File: src/rtl/speed_pkg.sv
// Shared definitions for the speed-control path.
//
// Holds the divider width, the clamp floor, the reset period and the
// handshake state encoding used by rate_tick_gen / tick_handshake.
// speed_control imports COUNT_W and DEFAULT_COUNT from here, so the
// producer and consumer of clk_count always agree on width and reset rate.
package speed_pkg;

    // Width of the divider count handed from speed_control to the tick generator.
    localparam int COUNT_W       = 32;

    // Shortest period the tick generator will run. One-cycle and zero-cycle
    // requests are clamped up to this so the sample clock keeps both phases.
    localparam int MIN_COUNT     = 2;

    // Period used out of reset (roughly 44.1 kHz from a 50 MHz clock).
    localparam int DEFAULT_COUNT = 1136;

    // Tick delivery state: IDLE means no tick outstanding, PEND means
    // tick_req is raised and waiting for tick_ack.
    typedef enum logic [0:0] {
        HS_IDLE = 1'b0,
        HS_PEND = 1'b1
    } hs_state_t;

endpackage : speed_pkg

File: src/rtl/tick_handshake.sv
// Tick delivery state machine with a saturating overrun counter.
//
// Ports:
//   clk           in   system clock, rising edge
//   reset         in   synchronous active-low reset
//   terminal_i    in   one-cycle strobe: the divider is in its last cycle
//   tick_ack_i    in   downstream accepts the pending tick
//   state_o       out  current handshake state (tick_req is state == HS_PEND)
//   overrun_cnt_o out  ticks generated while the previous one was still
//                      pending, saturating at all-ones
//
// Handshake: tick_req (derived from state_o) rises on the edge after a
// terminal cycle and stays high until an edge where tick_ack is 1. A tick
// is transferred on every edge with tick_req=1 and tick_ack=1. tick_ack is
// ignored while no tick is pending.
module tick_handshake
    import speed_pkg::*;
#(
    parameter int OVR_W = 8
) (
    input  logic             clk,
    input  logic             reset,
    input  logic             terminal_i,
    input  logic             tick_ack_i,
    output hs_state_t        state_o,
    output logic [OVR_W-1:0] overrun_cnt_o
);

    hs_state_t        state_q;
    hs_state_t        state_d;
    logic [OVR_W-1:0] ovr_q;
    logic [OVR_W-1:0] ovr_d;

    always_comb begin
        state_d = state_q;
        ovr_d   = ovr_q;

        case (state_q)
            HS_IDLE: begin
                if (terminal_i) begin
                    state_d = HS_PEND;
                end
            end

            HS_PEND: begin
                if (terminal_i) begin
                    // A new tick arrives while one is outstanding. With an ack
                    // on the same edge the old tick is consumed and the new
                    // one simply takes its place; without an ack it is lost.
                    state_d = HS_PEND;
                    if (!tick_ack_i && (ovr_q != {OVR_W{1'b1}})) begin
                        ovr_d = ovr_q + OVR_W'(1);
                    end
                end else if (tick_ack_i) begin
                    state_d = HS_IDLE;
                end
            end

            default: begin
                state_d = HS_IDLE;
            end
        endcase
    end

    always_ff @(posedge clk) begin
        if (!reset) begin
            state_q <= HS_IDLE;
            ovr_q   <= '0;
        end else begin
            state_q <= state_d;
            ovr_q   <= ovr_d;
        end
    end

    assign state_o       = state_q;
    assign overrun_cnt_o = ovr_q;

endmodule : tick_handshake

File: src/rtl/rate_tick_gen.sv
// Sample-rate tick generator fed by speed_control.
//
// Divides clk by a period taken from clk_count, producing a periodic tick
// delivered over a req/ack handshake and a square-wave sample clock. New
// periods are only picked up at the end of the running period, so
// sample_clk never has a short phase.
//
// Ports:
//   clk           in   system clock, rising edge
//   reset         in   synchronous active-low reset
//   enable        in   1 = count, 0 = freeze counter, period and sample_clk
//   clk_count     in   requested period in clk cycles
//   tick_ack      in   downstream accepts the pending tick
//   tick_req      out  tick pending, held until acknowledged
//   sample_clk    out  toggles once per period
//   period_active out  period currently being counted
//   overrun_cnt   out  ticks dropped while tick_req was pending (saturating)
//
// Every output comes straight from a flop; there is no combinational path
// from any input to any output.
module rate_tick_gen #(
    parameter int COUNT_W       = speed_pkg::COUNT_W,
    parameter int MIN_COUNT     = speed_pkg::MIN_COUNT,
    parameter int DEFAULT_COUNT = speed_pkg::DEFAULT_COUNT,
    parameter int OVR_W         = 8
) (
    input  logic               clk,
    input  logic               reset,
    input  logic               enable,
    input  logic [COUNT_W-1:0] clk_count,
    input  logic               tick_ack,
    output logic               tick_req,
    output logic               sample_clk,
    output logic [COUNT_W-1:0] period_active,
    output logic [OVR_W-1:0]   overrun_cnt
);

    localparam logic [COUNT_W-1:0] MIN_PERIOD     = COUNT_W'(MIN_COUNT);
    localparam logic [COUNT_W-1:0] DEFAULT_PERIOD = COUNT_W'(DEFAULT_COUNT);

    logic [COUNT_W-1:0]   cnt_q;
    logic [COUNT_W-1:0]   cnt_d;
    logic [COUNT_W-1:0]   period_q;
    logic [COUNT_W-1:0]   period_d;
    logic                 sample_clk_q;
    logic                 sample_clk_d;

    logic [COUNT_W-1:0]   period_req;
    logic                 terminal;
    speed_pkg::hs_state_t hs_state;

    always_comb begin
        cnt_d        = cnt_q;
        period_d     = period_q;
        sample_clk_d = sample_clk_q;

        // Clamp the requested period; only used on the terminal edge.
        period_req = (clk_count < MIN_PERIOD) ? MIN_PERIOD : clk_count;

        // period_q is never below MIN_PERIOD (>= 2), so the subtraction
        // cannot wrap and cnt_q stays strictly below period_q.
        terminal = enable && (cnt_q == (period_q - COUNT_W'(1)));

        if (terminal) begin
            cnt_d        = '0;
            period_d     = period_req;
            sample_clk_d = ~sample_clk_q;
        end else if (enable) begin
            cnt_d = cnt_q + COUNT_W'(1);
        end
    end

    always_ff @(posedge clk) begin
        if (!reset) begin
            cnt_q        <= '0;
            period_q     <= DEFAULT_PERIOD;
            sample_clk_q <= 1'b0;
        end else begin
            cnt_q        <= cnt_d;
            period_q     <= period_d;
            sample_clk_q <= sample_clk_d;
        end
    end

    tick_handshake #(
        .OVR_W (OVR_W)
    ) u_tick_handshake (
        .clk           (clk),
        .reset         (reset),
        .terminal_i    (terminal),
        .tick_ack_i    (tick_ack),
        .state_o       (hs_state),
        .overrun_cnt_o (overrun_cnt)
    );

    assign tick_req      = (hs_state == speed_pkg::HS_PEND);
    assign sample_clk    = sample_clk_q;
    assign period_active = period_q;

endmodule : rate_tick_gen
File: config.mk
export PLATFORM = sky130hd
export DESIGN_NAME = rate_tick_gen
export DESIGN_NICKNAME = d
export VERILOG_FILES = /design/src/rtl/speed_pkg.sv /design/src/rtl/tick_handshake.sv /design/src/rtl/rate_tick_gen.sv
export SDC_FILE = /design/constraint.sdc
export NUM_CORES = 1
export LEC_CHECK = 0
export ABC_AREA = 1
export CAP_MARGIN = 5
export CELL_PAD_IN_SITES_DETAIL_PLACEMENT = 1
export CELL_PAD_IN_SITES_GLOBAL_PLACEMENT = 2
export CORE_UTILIZATION = 30
export DETAILED_ROUTE_END_ITERATION = 7
export DONT_BUFFER_PORTS = 1
export GPL_TIMING_DRIVEN = 0
export HOLD_SLACK_MARGIN = 0.15
export PLACE_DENSITY = 0.82
export SLEW_MARGIN = 20
export SYNTH_ARGS = -nofsm -noshare
export SYNTH_HDL_FRONTEND = slang
export SYNTH_SLANG_ARGS = --single-unit
File: constraint.sdc
create_clock -name clk -period 2.8 [get_ports clk]
set_input_delay 0.56 -clock clk [delete_from_list [all_inputs] [get_ports clk]]
set_output_delay 0.56 -clock clk [all_outputs]
set_load 0.05 [all_outputs]
==> flow_summary.json, run 1 <==
{
  "wl_per_cell_um": 17.9,
  "post-route-util_pct": 37.8,
  "cts_buffers": 9,
  "finalCriticalPeriod_ps": 2770,
  "htree_num_levels": 3,
  "final_std_cell_area_no_fill_um2": 6360,
  "core_um2": 16800,
  "diodes": 0,
  "post_layout_net_count": 885,
  "hold_buffers": 0,
  "n_fill_cell": 2187,
  "vias": 5368,
  "leakage_nw": 2.68,
  "fin_skew_ps": 7.59,
  "drc_errors": 0,
  "finalSetupViolCount": 0,
  "yosys_warnings": 0,
  "maxClockFrequency_mhz": 361,
  "detailedRoute.firstPassIterationCount": 4,
  "grt.total_usage_pct": 21.8,
  "crit_path_frequent_cell": "sky130_fd_sc_hd__nor2_4",
  "cap_violations": 0,
  "vdd.ir_drop.worst_uv": 281,
  "worst_skew_pair.late_latency_ps": 350,
  "die_extent_in_y_um": 134,
  "syn_nets": 854,
  "max-slew-margin-rel_pct": 46.4,
  "detailed_place.area_um2": 5500,
  "tritoncts_clock_tree": "yes",
  "run_status": "complete, no violations",
  "synth_edf_count": 0,
  "grt-ovfl-total": 0,
  "postSynthRegisterBits": 74,
  "standard_cell_row_count": 47,
  "port_buffers": 0,
  "worst-setup-path-type": "reg -> reg",
  "rsz0062_at_grt": "yes",
  "synth-async-reset-ratio_pct": 0,
  "slew_violations": 0,
  "die-area_um2": 18000,
  "worst_ep_arrival_time_ps": 3010,
  "first_global_vias": 5502,
  "detailedRoute.firstIterationViolations": 247,
  "synth.cell_area_um2": 5230,
  "sequential_standard_cell_area_um2": 1540,
  "initial_core_util_pct": 31.1,
  "cp_cell_sequence": "buf_8 -> nor2_4 -> nand2_2 -> nor2_4 -> clkbuf_16 -> nand2_4 -> inv_2 -> nand2_1 -> nand2_1 -> nand3_1 -> nor2_2 -> nand3_2 -> nor2_4 -> nand3_4 -> nor2_4 -> nand4_1 -> nand2_1 -> nor2_1",
  "gr-usage-met2_pct": 35.0,
  "cts.clk_slew.worst_paths_ps": 60,
  "report.power.total_mw": 2.35,
  "synth_cell_type_count": 45,
  "period_share_pct": 98.9,
  "post_synth_inst_count": 815,
  "synthesis.area_per_instance_um2": 6.42,
  "power_density_nw_per_um2": 369,
  "preCtsSetupSlack_ps": -545,
  "routed_wirelength_um": 19200,
  "cp_max_fo": 7,
  "post_route_setup_slack_ps": 31.1,
  "yosysSeqAreaShare_pct": 28.3,
  "multi_input_area_um2": 3500,
  "cts_sinks": 74,
  "m3_gr_usage_pct": 4.80,
  "via_density_per_instance": 5.01,
  "clock_tree.root_cell": "sky130_fd_sc_hd__clkbuf_16",
  "cts_max_path_buffers": 2,
  "groute.layer.met1.usage_pct": 29.7,
  "grt_start_max_net_pins": 13,
  "timing.setup.tns_ps": 0,
  "critPathMaxStageDelay_ps": 410,
  "grt_first_pass_wirelength_um": 29900,
  "floorplan.io_pins": 78,
  "crit_required_ps": 3040,
  "final_hold_viol_count": 0,
  "final_antenna_net_count": 0,
  "crit_slowest_cell": "sky130_fd_sc_hd__dfxtp_4",
  "synthFlopType": "sky130_fd_sc_hd__dfxtp_1",
  "grt_busiest_layer": "met2",
  "worst-slew-pin-transition_ps": 797,
  "syn2layout_area_growth_pct": 21.7,
  "final_replace_weighted_congestion": 0.871,
  "worstSetupStartpointType": "flip-flop",
  "fp.dieW_um": 134,
  "antenna_found_initial": 0,
  "worstSetupEndpointType": "flip-flop",
  "hpwl_um": 15200,
  "final_layout_size_suffix_gt1_share_pct": 23.0,
  "min-delay-path-class": "in -> reg"
}
cell type report:
| class | instances | share of cell area, % |
|---|---|---|
| Sequential cell | 74 | 24.2 |
| Clock inverter | 4 | 0.787 |
| Timing Repair Buffer | 20 | 3.40 |
| Clock buffer | 12 | 4.03 |
| Tap cell | 220 | 4.33 |
| Buffer | 18 | 2.89 |
| Inverter | 89 | 5.41 |
| Multi-Input combinational cell | 634 | 55.0 |
per-layer routing:
metal,share of wire [%],vias to the layer above
li1,-,2690
met1,48,2574
met2,46,93
met3,4.9,11
met4,0.98,0
met5,0,-
synth_stat cells (8+ instances only):
| cell | number | area [µm²] |
|---|---|---|
| sky130_fd_sc_hd__nand2_1 | 224 | 841 |
| sky130_fd_sc_hd__nor2_1 | 126 | 473 |
| sky130_fd_sc_hd__inv_1 | 82 | 308 |
| sky130_fd_sc_hd__dfxtp_1 | 74 | 1480 |
| sky130_fd_sc_hd__nand3_1 | 73 | 365 |
| sky130_fd_sc_hd__xor2_1 | 26 | 228 |
| sky130_fd_sc_hd__o21ai_0 | 25 | 125 |
| sky130_fd_sc_hd__a21oi_1 | 15 | 75.1 |
| sky130_fd_sc_hd__nand4_1 | 15 | 93.8 |
| sky130_fd_sc_hd__nor2_2 | 15 | 93.8 |
| sky130_fd_sc_hd__nor3_1 | 13 | 65.1 |
| sky130_fd_sc_hd__xnor2_1 | 13 | 114 |
| sky130_fd_sc_hd__nor4_1 | 11 | 68.8 |
| sky130_fd_sc_hd__nand3b_1 | 10 | 75.1 |
| sky130_fd_sc_hd__nand2_2 | 9 | 56.3 |
| sky130_fd_sc_hd__nand3_2 | 8 | 80.1 |
registers in the layout, indices dropped and copies added, names as in the netlist:
signal and flops:
cnt_q 32, period_active 32, sample_clk 1, u_tick_handshake.overrun_cnt_o 8
u_tick_handshake.state_o 1
where the power goes:
part | switching, mW | internal [mW]
logic | 0.0447 | 0.0222
clock network | 0.491 | 0.738
registers | 0.00318 | 1.05
total | 0.539 | 1.81
metrics by stage:
step	std cells	hold slack, ps
2_1_floorplan	815	479
5_1_grt	1071	323
3_3_place_gp	1035	514
3_5_place_dp	1035	521
6_report	1071	311
4_1_cts	1059	319
logic make-up after synthesis:
logic type / share of synthesized area (%)
DFF: 28.3
AOI/OAI and AO/OA: 6.87
adders and majority gates: 0.718
buffers and inverters: 9.19
and+or+nand+nor: 48.4
xor gates and xnor gates: 6.53
placed cells by master (no fill, tap or decap), drive strengths merged, types with 3 or more instances in the layout:
cell type / n
nand2: 234
dfxtp: 74
nor2: 149
xor2: 26
a21oi: 15
nor4: 11
inv: 88
nor3b: 6
nand3: 82
clkbuf: 18
ha: 3
o21ai: 35
xnor2: 13
buf: 32
o211ai: 3
nand4: 15
nor3: 20
nand3b: 10
worst max-delay path: cells and delay by family (launching register included):
kind                   cells  cell delay (ps)
buffers and inverters      3              400
AND/OR/NAND/NOR           15             1830
flip-flops                 1              410
final timing paths:
kind              slack [ps]  depth (start not counted)             start                                 to
setup / recovery          30                         18  period_active[6]  u_tick_handshake.overrun_cnt_o[7]
hold / removal           310                          2      clk_count[6]                   period_active[6]
setup reg to reg          30                         18  period_active[6]  u_tick_handshake.overrun_cnt_o[7]
hold reg to reg          500                          2          cnt_q[1]                           cnt_q[1]
timing repair:
action / 4_1_cts / 5_1_grt
resized for setup: 41 / 86
endpoints found under the setup margin: 74 / 73
buffers inserted: 8 / 10
pin swaps: 4 / 23
gates cloned: 0 / 2
Power figures use the tool's default switching activity.
==> run 2: changes to the inputs <==
==> constraint.sdc (replaced) <==
create_clock -name clk -period 2.8 [get_ports clk]
set_input_delay 0.28 -clock clk [delete_from_list [all_inputs] [get_ports clk]]
set_output_delay 0.28 -clock clk [all_outputs]
set_load 0.05 [all_outputs]
==> run 2 against run 1 <==
Compared with the run above: via count grew 2.2%; sequential share of layout area is 1.2 points lower; combinational power is 63% higher; first-iteration DRC count increased by 16%; final cell count increased by 3.2%; die area stayed put; core utilization grew 1.7 points; setup slack gained 11 ps; wire length rose by 2.9%; critical path type unchanged; largest cell class unchanged; largest power group unchanged.
==> flow_summary.json, run 2 (synthesis results as in run 1) <==
{
  "worstSetupEndpointType": "flip-flop",
  "final_hold_viol_count": 0,
  "cts_buffers": 9,
  "vdd.ir_drop.worst_uv": 280,
  "crit_required_ps": 3040,
  "grt.total_usage_pct": 22.4,
  "post-route-util_pct": 39.5,
  "grt_first_pass_wirelength_um": 30600,
  "worst_ep_arrival_time_ps": 3000,
  "worst-slew-pin-transition_ps": 794,
  "kind_of_cell_adding_the_most_delay_to_the_critical_path": "simple AND/OR/NAND/NOR gates",
  "rsz0062_at_grt": "yes",
  "clock_tree.root_cell": "sky130_fd_sc_hd__clkbuf_16",
  "period_share_pct": 98.5,
  "critPathMaxStageDelay_ps": 410,
  "r2r.worst_path.cells": 18,
  "r2r-end": "u_tick_handshake.overrun_cnt_o[7]",
  "antenna_found_initial": 0,
  "mostFrequentLayoutCell": "sky130_fd_sc_hd__nand2_1",
  "rr_startpoint": "period_active[6]",
  "groute.layer.met1.usage_pct": 30.2,
  "post_layout_net_count": 919,
  "floorplan.io_pins": 78,
  "hold_path_depth": 2,
  "setup.worst_path.start": "period_active[6]",
  "timing.setup.tns_ps": 0,
  "cts_sinks": 74,
  "crit_slowest_cell": "sky130_fd_sc_hd__dfxtp_4",
  "worstHoldStart": "enable",
  "grt_start_max_net_pins": 13,
  "routed_wirelength_um": 19700,
  "vias": 5487,
  "detailedRoute.firstPassIterationCount": 4,
  "first_global_vias": 5700,
  "initial_core_util_pct": 31.1,
  "leakage_nw": 2.81,
  "layout.cells.most_common_list": "sky130_fd_sc_hd__nand2_1 (219), sky130_fd_sc_hd__nor2_1 (106), sky130_fd_sc_hd__inv_1 (80), sky130_fd_sc_hd__nand3_1 (67), sky130_fd_sc_hd__dfxtp_1 (43)",
  "final_layout_size_suffix_gt1_share_pct": 21.4,
  "detailedRoute.firstIterationViolations": 287,
  "power_density_nw_per_um2": 359,
  "cap_violations": 0,
  "maxClockFrequency_mhz": 363,
  "crit_buf_inv": 3,
  "grt-ovfl-total": 0,
  "cp_max_fo": 7,
  "worstSetupStartpointType": "flip-flop",
  "hold_slack_ps": 157,
  "cp_cell_sequence": "buf_8 -> nor2_4 -> nand2_2 -> nor2_4 -> clkbuf_16 -> nand2_4 -> inv_2 -> nand2_1 -> nand2_1 -> nand3_1 -> nor2_2 -> nand3_2 -> nor2_4 -> nand3_4 -> nor2_4 -> nand4_1 -> nand2_1 -> nor2_1",
  "via_density_per_instance": 4.97,
  "die_extent_in_y_um": 134,
  "diodes": 0,
  "finalCriticalPeriod_ps": 2760,
  "tritoncts_clock_tree": "yes",
  "standard_cell_row_count": 47,
  "m3_gr_usage_pct": 4.72,
  "preCtsSetupSlack_ps": -545,
  "cts_max_path_buffers": 2,
  "fp.dieW_um": 134,
  "final_antenna_net_count": 0,
  "crit_path_frequent_cell": "sky130_fd_sc_hd__nor2_4",
  "drc_errors": 0,
  "run_status": "complete, no violations",
  "n_fill_cell": 2188,
  "worst-setup-path-type": "reg -> reg",
  "fin_skew_ps": 8.11,
  "worst_skew_pair.late_latency_ps": 350,
  "max-slew-margin-rel_pct": 46.6,
  "worst_hold_path.endpoint": "cnt_q[2]",
  "wl_per_cell_um": 17.9,
  "hpwl_um": 15200,
  "htree_num_levels": 3,
  "cts.clk_slew.worst_paths_ps": 60,
  "r2r_setup_slack_ps": 40,
  "die-area_um2": 18000,
  "min-delay-path-class": "in -> reg",
  "grt_busiest_layer": "met2",
  "core_um2": 16800,
  "final_replace_weighted_congestion": 0.871,
  "slew_violations": 0,
  "syn2layout_area_growth_pct": 27.1,
  "post_route_setup_slack_ps": 42.5,
  "port_buffers": 0,
  "gr-usage-met2_pct": 36.2,
  "finalSetupViolCount": 0
}
[run 2: worst register-to-register path, stage by stage, from the launching register on]
cell and delay (ps):
sky130_fd_sc_hd__dfxtp_4 410, sky130_fd_sc_hd__buf_8 160, sky130_fd_sc_hd__nor2_4 110, sky130_fd_sc_hd__nand2_2 100, sky130_fd_sc_hd__nor2_4 190, sky130_fd_sc_hd__clkbuf_16 170
sky130_fd_sc_hd__nand2_4 60, sky130_fd_sc_hd__inv_2 70, sky130_fd_sc_hd__nand2_1 60, sky130_fd_sc_hd__nand2_1 80, sky130_fd_sc_hd__nand3_1 80, sky130_fd_sc_hd__nor2_2 130
sky130_fd_sc_hd__nand3_2 120, sky130_fd_sc_hd__nor2_4 160, sky130_fd_sc_hd__nand3_4 200, sky130_fd_sc_hd__nor2_4 270, sky130_fd_sc_hd__nand4_1 130, sky130_fd_sc_hd__nand2_1 100
sky130_fd_sc_hd__nor2_1 40
[run 2: area by class of cell]
class / count / area, µm² / share of cell area [%]
inverter: 89 / 342 / 5.14
timing repair buffer: 54 / 534 / 8.04
buffer: 18 / 189 / 2.84
sequential: 74 / 1530 / 23.0
clock inverter: 4 / 50.0 / 0.753
tap: 220 / 275 / 4.14
clock buffer: 12 / 256 / 3.86
multi-input combinational: 634 / 3470 / 52.2
[run 2: how the worst max path moves through the flow]
stage | end | slack [ps] | cells after the start
3_3_place_gp | sample_clk | -520 | 17
4_1_cts | u_tick_handshake.overrun_cnt_o[5] | 7 | 16
3_5_place_dp | sample_clk | -540 | 17
5_1_grt | u_tick_handshake.overrun_cnt_o[7] | -90 | 16
6_report | u_tick_handshake.overrun_cnt_o[7] | 40 | 18
2_1_floorplan | cnt_q[24] | 60 | 19
[run 2: routing by layer]
metal  routed length [µm]  vias to the layer above  share of wire [%]
met3                 1110                       12                5.6
met4                  187                        0               0.95
met2                 9270                      100                 47
met1                 9160                     2626                 46
met5                    0                        -                  0
li1                     -                     2749                  -
[run 2: report_power, final]
part / internal, mW / switching (mW) / total [mW]
sequential: 1.05 / 0.00320 / 1.05
clock: 0.738 / 0.482 / 1.22
combinational: 0.0530 / 0.0560 / 0.109
total: 1.84 / 0.541 / 2.38
[run 2: through the flow]
stage	std cells	instance area, µm²	total power [mW]
final	1105	6650	2.38
after global routing	1105	6650	2.47
after CTS	1092	6290	2.41
after global placement	1035	5500	1.14
after detailed placement	1035	5500	1.14
after floorplan	815	5230	1.12
[run 2: repair_timing]
item                                   4_1_cts  5_1_grt
hold buffers                                33        0
endpoints found under the hold margin       34        0
buffers inserted                             8       11
pin swaps                                    4       20
setup endpoints to repair                   74       73
gates resized for setup                     41       71
gates cloned                                 0        2
